File: src/rtl/vga_fb_arbiter_pkg.sv
// Shared constants, types and address helper for the VGA framebuffer arbiter.
package vga_fb_arbiter_pkg;
  localparam int FB_W        = 160;
  localparam int FB_H        = 120;
  localparam int SCALE_SHIFT = 2;
  localparam int ADDR_W      = 15;
  localparam int RGB_W       = 3;
  localparam int FB_SIZE     = FB_W * FB_H;

  typedef enum logic {IDLE, CLEAR} clr_state_e;

  // Timing signals carried alongside the pixel fetch.
  typedef struct packed {
    logic bright;
    logic hs;
    logic vs;
  } sync_t;

  // Syncs idle high, video blanked.
  localparam sync_t SYNC_IDLE = '{bright: 1'b0, hs: 1'b1, vs: 1'b1};

  // y*160 as (y<<7)+(y<<5); keeps the row multiply to shifts and one add.
  function automatic logic [ADDR_W-1:0] fb_addr(input logic [7:0] x, input logic [7:0] y);
    logic [ADDR_W-1:0] yw;
    yw = ADDR_W'(y);
    return (yw << 7) + (yw << 5) + ADDR_W'(x);
  endfunction
endpackage

File: src/rtl/vga_fb_arbiter_if.sv
// Framebuffer RAM port plus pixel-writer req/ack handshake.
interface vga_fb_arbiter_if;
  import vga_fb_arbiter_pkg::*;

  logic [ADDR_W-1:0] mem_addr;
  logic              mem_we;
  logic [RGB_W-1:0]  mem_wdata;
  logic [RGB_W-1:0]  mem_rdata;

  logic              wr_req;
  logic [7:0]        wr_x;
  logic [6:0]        wr_y;
  logic [RGB_W-1:0]  wr_rgb;
  logic              wr_ack;

  // Arbiter side: drives the RAM and acks the writer.
  modport master (
    output mem_addr, mem_we, mem_wdata, wr_ack,
    input  mem_rdata, wr_req, wr_x, wr_y, wr_rgb
  );

  // Environment side: RAM model and pixel writer.
  modport slave (
    input  mem_addr, mem_we, mem_wdata, wr_ack,
    output mem_rdata, wr_req, wr_x, wr_y, wr_rgb
  );
endinterface

File: src/rtl/vga_fb_arbiter_clear.sv
// Clear engine: walks every framebuffer address once with a latched colour,
// advancing only when the arbiter grants it a RAM slot.
module vga_fb_clear
  import vga_fb_arbiter_pkg::*;
(
  input  logic              clk_25,
  input  logic              reset,
  input  logic              start,
  input  logic [RGB_W-1:0]  start_rgb,
  input  logic              grant,
  output logic [ADDR_W-1:0] addr,
  output logic [RGB_W-1:0]  data,
  output logic              valid,
  output logic              busy,
  output logic              done
);
  localparam logic [ADDR_W-1:0] LAST = ADDR_W'(FB_SIZE - 1);

  clr_state_e state;

  assign valid = (state == CLEAR);

  // Clear FSM and address counter; a start while running is ignored.
  always_ff @(posedge clk_25) begin
    if (reset) begin
      state <= IDLE;
      addr  <= '0;
      data  <= '0;
      busy  <= 1'b0;
      done  <= 1'b0;
    end else begin
      done <= 1'b0;
      case (state)
        IDLE: if (start) begin
          state <= CLEAR;
          busy  <= 1'b1;
          addr  <= '0;
          data  <= start_rgb;
        end
        CLEAR: if (grant) begin
          if (addr == LAST) begin
            state <= IDLE;
            busy  <= 1'b0;
            done  <= 1'b1;
          end else begin
            addr <= addr + 1'b1;
          end
        end
        default: state <= IDLE;
      endcase
    end
  end
endmodule

File: src/rtl/vga_fb_arbiter.sv
// Shares one single-port framebuffer RAM between VGA scanout, a clear
// engine and a req/ack pixel writer (display > clear > writer), and drives
// the pins with rgb/hs/vs aligned 3 cycles behind the counters.
module vga_fb_arbiter
  import vga_fb_arbiter_pkg::*;
(
  input  logic             clk_25,
  input  logic             reset,
  input  logic [9:0]       h_count,
  input  logic [9:0]       v_count,
  input  logic             bright,
  input  logic             hs_in,
  input  logic             vs_in,
  output logic [RGB_W-1:0] rgb,
  output logic             hs,
  output logic             vs,
  vga_fb_arbiter_if.master bus,
  input  logic             clear_start,
  input  logic [RGB_W-1:0] clear_rgb,
  output logic             busy,
  output logic             clear_done
);
  localparam int STAGES = 3;

  logic              disp_slot, clr_valid, clr_grant, wr_grant, wr_in_range;
  logic [ADDR_W-1:0] clr_addr;
  logic [RGB_W-1:0]  clr_data, pix_q;
  logic [2:1]        vld_pipe;   // [1]: fetch address on RAM, [2]: read data back
  sync_t [STAGES:1]  sync_pipe;
  sync_t             sync_in;

  // One fetch per fb pixel: the first of each group of 4 screen pixels.
  assign disp_slot   = bright && (h_count[SCALE_SHIFT-1:0] == '0);
  assign clr_grant   = clr_valid && !disp_slot;
  assign wr_in_range = (bus.wr_x < 8'(FB_W)) && (bus.wr_y < 7'(FB_H));
  // A clear_start in the same cycle takes the engine, so the writer waits.
  assign wr_grant    = bus.wr_req && !disp_slot && !clr_valid && !clear_start && !reset;
  assign bus.wr_ack  = wr_grant;

  vga_fb_clear u_clear (
    .clk_25    (clk_25),
    .reset     (reset),
    .start     (clear_start),
    .start_rgb (clear_rgb),
    .grant     (clr_grant),
    .addr      (clr_addr),
    .data      (clr_data),
    .valid     (clr_valid),
    .busy      (busy),
    .done      (clear_done)
  );

  // RAM port register: display read, else clear write, else writer access.
  always_ff @(posedge clk_25) begin
    if (reset) begin
      bus.mem_addr  <= '0;
      bus.mem_we    <= 1'b0;
      bus.mem_wdata <= '0;
    end else if (disp_slot) begin
      bus.mem_addr <= fb_addr(h_count[SCALE_SHIFT+7:SCALE_SHIFT],
                              v_count[SCALE_SHIFT+7:SCALE_SHIFT]);
      bus.mem_we   <= 1'b0;
    end else if (clr_grant) begin
      bus.mem_addr  <= clr_addr;
      bus.mem_we    <= 1'b1;
      bus.mem_wdata <= clr_data;
    end else if (wr_grant) begin
      // Out-of-range coordinates are acked but dropped.
      bus.mem_we <= wr_in_range;
      if (wr_in_range) begin
        bus.mem_addr  <= fb_addr(bus.wr_x, {1'b0, bus.wr_y});
        bus.mem_wdata <= bus.wr_rgb;
      end
    end else begin
      bus.mem_we <= 1'b0;
    end
  end

  assign sync_in = '{bright: bright, hs: hs_in, vs: vs_in};

  // Fetch tracking, pixel latch and sync delay line.
  always_ff @(posedge clk_25) begin
    if (reset) begin
      vld_pipe  <= '0;
      pix_q     <= '0;
      sync_pipe <= {STAGES{SYNC_IDLE}};
    end else begin
      vld_pipe  <= {vld_pipe[1], disp_slot};
      if (vld_pipe[2]) pix_q <= bus.mem_rdata;
      sync_pipe <= {sync_pipe[STAGES-1:1], sync_in};
    end
  end

  assign rgb = sync_pipe[STAGES].bright ? pix_q : '0;
  assign hs  = sync_pipe[STAGES].hs;
  assign vs  = sync_pipe[STAGES].vs;
endmodule

File: src/flat_wrapper.sv
// flat-port wrapper written by rule: the top's interface ports become plain ports
module vga_fb_arbiter_flat import vga_fb_arbiter_pkg::*;
  (clk_25, reset, h_count, v_count, bright, hs_in, vs_in, rgb, hs, vs, clear_start, clear_rgb, busy, clear_done, bus_mem_addr, bus_mem_we, bus_mem_wdata, bus_wr_ack, bus_mem_rdata, bus_wr_req, bus_wr_x, bus_wr_y, bus_wr_rgb);
  vga_fb_arbiter_if bus_i ();
  input  logic clk_25;
  input  logic reset;
  input  logic [9:0] h_count;
  input  logic [9:0] v_count;
  input  logic bright;
  input  logic hs_in;
  input  logic vs_in;
  output logic [RGB_W-1:0] rgb;
  output logic hs;
  output logic vs;
  input  logic clear_start;
  input  logic [RGB_W-1:0] clear_rgb;
  output logic busy;
  output logic clear_done;
  output wire logic [$bits(bus_i.mem_addr)-1:0] bus_mem_addr;
  output wire logic [$bits(bus_i.mem_we)-1:0] bus_mem_we;
  output wire logic [$bits(bus_i.mem_wdata)-1:0] bus_mem_wdata;
  output wire logic [$bits(bus_i.wr_ack)-1:0] bus_wr_ack;
  input wire logic [$bits(bus_i.mem_rdata)-1:0] bus_mem_rdata;
  input wire logic [$bits(bus_i.wr_req)-1:0] bus_wr_req;
  input wire logic [$bits(bus_i.wr_x)-1:0] bus_wr_x;
  input wire logic [$bits(bus_i.wr_y)-1:0] bus_wr_y;
  input wire logic [$bits(bus_i.wr_rgb)-1:0] bus_wr_rgb;
  assign bus_mem_addr = bus_i.mem_addr;
  assign bus_mem_we = bus_i.mem_we;
  assign bus_mem_wdata = bus_i.mem_wdata;
  assign bus_wr_ack = bus_i.wr_ack;
  assign bus_i.mem_rdata = bus_mem_rdata;
  assign bus_i.wr_req = bus_wr_req;
  assign bus_i.wr_x = bus_wr_x;
  assign bus_i.wr_y = bus_wr_y;
  assign bus_i.wr_rgb = bus_wr_rgb;
  vga_fb_arbiter u_core (.clk_25(clk_25), .reset(reset), .h_count(h_count), .v_count(v_count), .bright(bright), .hs_in(hs_in), .vs_in(vs_in), .rgb(rgb), .hs(hs), .vs(vs), .bus(bus_i), .clear_start(clear_start), .clear_rgb(clear_rgb), .busy(busy), .clear_done(clear_done));
endmodule
File: config.mk
export PLATFORM = sky130hd
export DESIGN_NAME = vga_fb_arbiter_flat
export DESIGN_NICKNAME = d
export VERILOG_FILES = /design/src/rtl/vga_fb_arbiter_pkg.sv /design/src/rtl/vga_fb_arbiter_if.sv /design/src/rtl/vga_fb_arbiter_clear.sv /design/src/rtl/vga_fb_arbiter.sv /design/src/flat_wrapper.sv
export SDC_FILE = /design/constraint.sdc
export NUM_CORES = 1
export LEC_CHECK = 0
export CAP_MARGIN = 20
export CORE_MARGIN = 5
export CORE_UTILIZATION = 51
export DETAILED_ROUTE_END_ITERATION = 7
export PLACE_DENSITY = 0.83
export SLEW_MARGIN = 20
export SYNTH_ARGS = -nofsm -noshare
export SYNTH_HDL_FRONTEND = slang
export SYNTH_SLANG_ARGS = --single-unit
File: constraint.sdc
create_clock -name clk_25 -period 3.25 [get_ports clk_25]
set_input_delay 0.65 -clock clk_25 [delete_from_list [all_inputs] [get_ports clk_25]]
set_output_delay 0.65 -clock clk_25 [all_outputs]
set_load 0.05 [all_outputs]
## Word-level counts from Yosys, hierarchy flattened

Cells that the tools add are included.
Widths: inputs -> output; s select.

| word-level totals | value |
|---|---|
| output and inout bits | 27 |
| register bits after elaboration | 54 |
| input bits | 51 |

| operators by class | value |
|---|---|
| add/sub/neg operators | 5 |
| muxes and demuxes | 23 |
| equality and inequality tests | 5 |
| reduce and logical (&&, ||, !) cells | 23 |
| magnitude comparators | 2 |
| bitwise logic cells | 3 |

Operators with widths:

| kind | count |
|---|---|
| $mux 15 | 7 |
| $add 15x8->15 | 2 |
| $pmux 15 s2 | 1 |
| $add 14x12->15 | 1 |
| $add 15x1->15 const B | 1 |
| $add 15x13->15 | 1 |
| $eq 15x15->1 const B | 1 |
| $mux 3 | 4 |
| $mux 1 | 9 |
| $reduce_and 3->1 | 3 |
| $lt 8x8->1 const B | 1 |
| $logic_and 1x1->1 | 7 |
| $lt 7x7->1 const B | 1 |
| $reduce_bool 3->1 | 2 |
| $logic_not 1->1 | 4 |
| $ne 2x1->1 const B | 2 |
| $ne 2x2->1 const B | 2 |
| $pmux 1 s2 | 2 |
| $reduce_and 2->1 | 2 |
| $reduce_bool 2->1 | 2 |
| $not 1->1 | 3 |
| $reduce_or 3->1 | 1 |
| $logic_not 2->1 | 1 |
| $reduce_or 2->1 | 1 |

## Depth between registers and ports, before layout

| depth | value |
|---|---|
| depth in word-level cells | 10 |
| mapped depth | 9 |

## Hierarchy

From an unflattened synthesis, not the netlist that was laid out.

| second synthesis, totals | value |
|---|---|
| cell total of the unflattened synthesis | 419 |
| area, all modules | 3584.7 µm² |

Modules (own cells, without submodules):

| module | times used | area each (µm²) | cells an instance | sequential area each (µm²) |
|---|---|---|---|---|
| vga_fb_arbiter | 1 | 2428.6 | 285 | 660.6 |
| vga_fb_clear | 1 | 1156.1 | 134 | 420.4 |

## Least setup slack after synthesis

No wires, ideal clock.

| path | value |
|---|---|
| kind | in2reg |
| start point | input port bus_wr_y[0] |
| end point | register u_core.bus.mem_addr[12] |
| setup slack | 515 ps |
| stages | 9 |
| arrival | 2603 ps |
| required time | 3118 ps |
| library setup time | 132 ps |
| cells stage by stage | inv_1 fa_1 inv_1 fa_1 a211oi_1 o21ai_0 a21o_1 a31oi_1 a211oi_1 |

| on the way | value |
|---|---|
| longest elaborated chain between the ends | 6 |

Ends and longest elaborated chain:

| item | line | RTL |
|---|---|---|
| from (decl) | flat_wrapper.sv:26 | `input wire logic [$bits(bus_i.wr_y)-1:0] bus_wr_y;` |
| $add 14x12->15 | vga_fb_arbiter_pkg.sv:26 | `return (yw << 7) + (yw << 5) + ADDR_W'(x);` |
| $add 15x8->15 | vga_fb_arbiter_pkg.sv:26 |  |
| $mux 15 | vga_fb_arbiter.sv:70 | `if (wr_in_range) begin` |
| $mux 15 | vga_fb_arbiter.sv:67 | `end else if (wr_grant) begin` |
| $mux 15 | vga_fb_arbiter.sv:63 | `end else if (clr_grant) begin` |
| $mux 15 | vga_fb_arbiter.sv:59 | `end else if (disp_slot) begin` |
| to (signal assigned) | vga_fb_arbiter.sv:60 | `bus.mem_addr <= fb_addr(h_count[SCALE_SHIFT+7:SCALE_SHIFT],` |
| to (signal assigned) | vga_fb_arbiter.sv:64 | `bus.mem_addr <= clr_addr;` |
| to (signal assigned) | vga_fb_arbiter.sv:71 | `bus.mem_addr <= fb_addr(bus.wr_x, {1'b0, bus.wr_y});` |
| to (decl) | vga_fb_arbiter_if.sv:18 | `output mem_addr, mem_we, mem_wdata, wr_ack,` |

Parallel ways exist; a longest one is shown, timed or not. The select of a mux whose other input is x is not followed.
A chain may end at the register's enable or synchronous reset.

## Worst setup path in the final report

Same ends and word-level chain as after synthesis.

==> key figures <==
Yosys
  • Most common cell in the netlist: dfxtp_1
  • Largest family of logic cells by synthesized area: simple AND/OR/NAND/NOR gates
  • Syn nets: 476
  • Unique cell type count in the Yosys netlist: 54
  • Syn Area/Cell: approximately 8.6 sq um
  • Synth Area in Simple Gates: 0.239
  • Cell type with the largest total area after synthesis: dfxtp_1
  • Gate Count Post-Synth: 392
  • Top FF cell, synth: dfxtp_1
  • Synth Area in Adders: 0.131
  • Flops & latches, synth: 54
  • Most common library cells after synthesis: 54 x dfxtp_1, 42 x nand2_1, 32 x nor2_1
  • Top area cells in the synthesized netlist: dfxtp_1 32%, ha_1 11%, nand2_1 4.7%
  • Async set or reset register ratio after synthesis: 0
  • Complex-gate fraction of the synthesized area: 0.186
  • Register area share after synthesis: 0.321
  • Ys Warns: 0
  • Number of synthesized flops with an enable pin: 0
  • Top-area cell type share of the netlist area: 0.321
  • Multiplexer area fraction after synthesis: 0.0449
  • Post-Synth XOR/XNOR Area: 0.0338
  • Post-synthesis cell area: 3370 sq um

Clock network
  • Clk root buf: clkbuf_8
  • Clk slew on worst S/H paths: 0.10 ns
  • Post-CTS Resized: 0
  • Max Root-Sink Buffers: 2
  • TritonCTS Buffers: 5
  • Hold buffers post-CTS: 0
  • Worst skew pair latency: 0.30 ns
  • Clock Sinks: 54
  • Post-CTS setup buffers: 0
  • # H-tree levels: 2
  • CTS tree: done

Pwr
  • Design Power: 1.71 mW
  • VDD IR max: 0.264 mV
  • Leak: around 1.8 nW
  • Pwr/cell area: approximately 390 nW/um^2

Global routing
  • Gr ovfl total: 0
  • Vias in the first global route: 2970
  • Global-route wire length before repair: 14.4 mm
  • Antenna violations before repair: 0
  • Largest net degree at the start of global routing: 44
  • GR Util All Layers: 0.205

Floorplanning
  • CORE AREA: 6390 sq um
  • FP Rows: 29
  • Die ar.: ~8300 sq um
  • Die width: 91.3 um
  • Initial cell density of the core: 0.528
  • Die Height: 91.3 um
  • I/O pin total: 78

Cells and area
  • Final #Nets: 555
  • Area delta synth->final: 28.8%
  • Layout cells sized above 1: 0.0870
  • Final cell count without fillers: 548
  • # diodes: 0

Timing
  • Layout Skew: roughly 0.011 ns
  • Final slew viol count: 0
  • Min Tclk post-route: between 3 and 4 ns
  • Max Clock Freq: 328 MHz
  • Slew of the pin with the lowest slew margin: between 0.7 and 0.8 ns
  • RSZ-0062 raised after global routing: no
  • Final hold vios: 0
  • Final worst-path cycle share: 0.937
  • Slew Limit Headroom: 0.505
  • # setup viols final: 0

Placed design
  • Inst Count DP: 541
  • Routability cong.: 0.912
  • Port bufs: 75
  • DP Wirelength: 6.75 mm

Routing
  • Initial DRT Pass Iterations: 4
  • Via/cell ratio: 5.67
  • Via Count: 3105
  • Drc violations: 0
  • Mean routed wirelength per cell: 15.6 um
  • Final wirelength: roughly 8.5 mm
  • Drt initial violations: 123
  • Antenna Nets Post-Route: 0

Critical path
  • Critical Path RT: 3.43 ns
  • Crit Path Class: in2reg
  • CP Data Arrival Time: about 3.2 ns
  • Critical Path Fanout Max: 3
  • Worst setup EP type: flip-flop
  • CP Launch Type: input port

Run
  • Max_cap viols: 0

Run status
  • Outcome: finished, final reports clean

Min path
  • Hold Path Class: reg2reg
==> layout make-up <==
type | instances | area, sq um
fill | 520 | 2050
sequential | 54 | 1080
multi-input combinational | 308 | 2140
timing repair buffer | 89 | 866
inverter | 13 | 48.8
clock inverter | 2 | 38.8
tap | 77 | 96.3
clock buffer | 5 | 68.8
==> kinds of logic (layout without fill, tap and decap cells) <==
group | after synthesis | in the layout
buffers and inverters | 30 | 109
AND/OR/NAND/NOR | 154 | 154
adder cells (fa/ha/maj) | 33 | 33
XOR/XNOR | 13 | 13
AO/OA/AOI/OAI | 93 | 93
multiplexers | 15 | 15
flip-flops | 54 | 54
==> report_power, final <==
group,internal (mW),switching (mW)
logic,0.248,0.302
clock network,0.227,0.218
registers,0.694,0.0213
==> worst paths after layout <==
| check | start | endpoint | slack [ns] | cells after the start |
|---|---|---|---|---|
| setup / recovery | bus_wr_y[0] | u_core.bus.mem_addr[12] | 0.21 | 10 |
| hold / removal | u_core.sync_pipe[0] | u_core.sync_pipe[3] | 0.42 | 1 |
| setup reg to reg | u_core.u_clear.valid | u_core.u_clear.addr[12] | 0.86 | 5 |
| hold reg to reg | u_core.sync_pipe[0] | u_core.sync_pipe[3] | 0.42 | 1 |
==> stage by stage <==
| stage | TNS, ns | setup slack, ns | instance area (sq um) | hold slack, ns | utilization |
|---|---|---|---|---|---|
| 2_1_floorplan | 0 | 0.515 | 3370 | 0.389 | - |
| 4_1_cts | 0 | 0.173 | 4340 | 0.419 | 0.680 |
| 3_3_place_gp | -0.172 | -0.0761 | 4230 | 0.391 | 0.663 |
| 5_1_grt | 0 | 0.00714 | 4340 | 0.438 | 0.680 |
| 6_report | 0 | 0.205 | 4340 | 0.415 | 0.680 |
| 3_5_place_dp | -0.458 | -0.148 | 4230 | 0.397 | 0.663 |
==> sequential cells by signal, indices dropped and copies added, names as in the netlist, 2 cells and up <==
signal / cells
u_core.u_clear.data: 3
u_core.u_clear.addr: 15
u_core.vld_pipe: 2
u_core.bus.mem_addr: 15
u_core.bus.mem_wdata: 3
u_core.sync_pipe: 7
u_core.pix_q: 3
==> cell usage in the layout, fill, tap and decap left out, types with 6 or more instances in the layout <==
cell type         n
inv_1            13
dfxtp_1          54
a21oi_1          26
xor2_1            8
nand2_1          42
and3_1            8
nor3_1            8
o21ai_0          14
nor2b_1           8
o211ai_1         18
clkdlybuf4s50_1  74
mux2i_1          14
nor2_1           32
ha_1             29
nand3_1          12
buf_4            14
or2_2             8
nand4_1           6
==> metal layers <==
| metal | wire [um] | vias to the layer above | share of wire | global-route usage |
|---|---|---|---|---|
| met3 | 456 | 10 | 0.053 | 0.0438 |
| met5 | 0 | - | 0 | 0 |
| met4 | 119 | 0 | 0.014 | 0.0538 |
| li1 | - | 1570 | - | - |
| met1 | 3800 | 1436 | 0.45 | 0.275 |
| met2 | 4160 | 89 | 0.49 | 0.336 |
==> critical path: stages <==
cell             delay (ns)
clkdlybuf4s50_1        0.48
inv_1                  0.07
fa_1                   0.53
inv_1                  0.07
fa_1                   0.44
a211oi_1               0.31
o21ai_0                0.21
a21o_1                 0.20
a31oi_1                0.16
a211oi_1               0.09
Power figures use the tool's default switching activity.
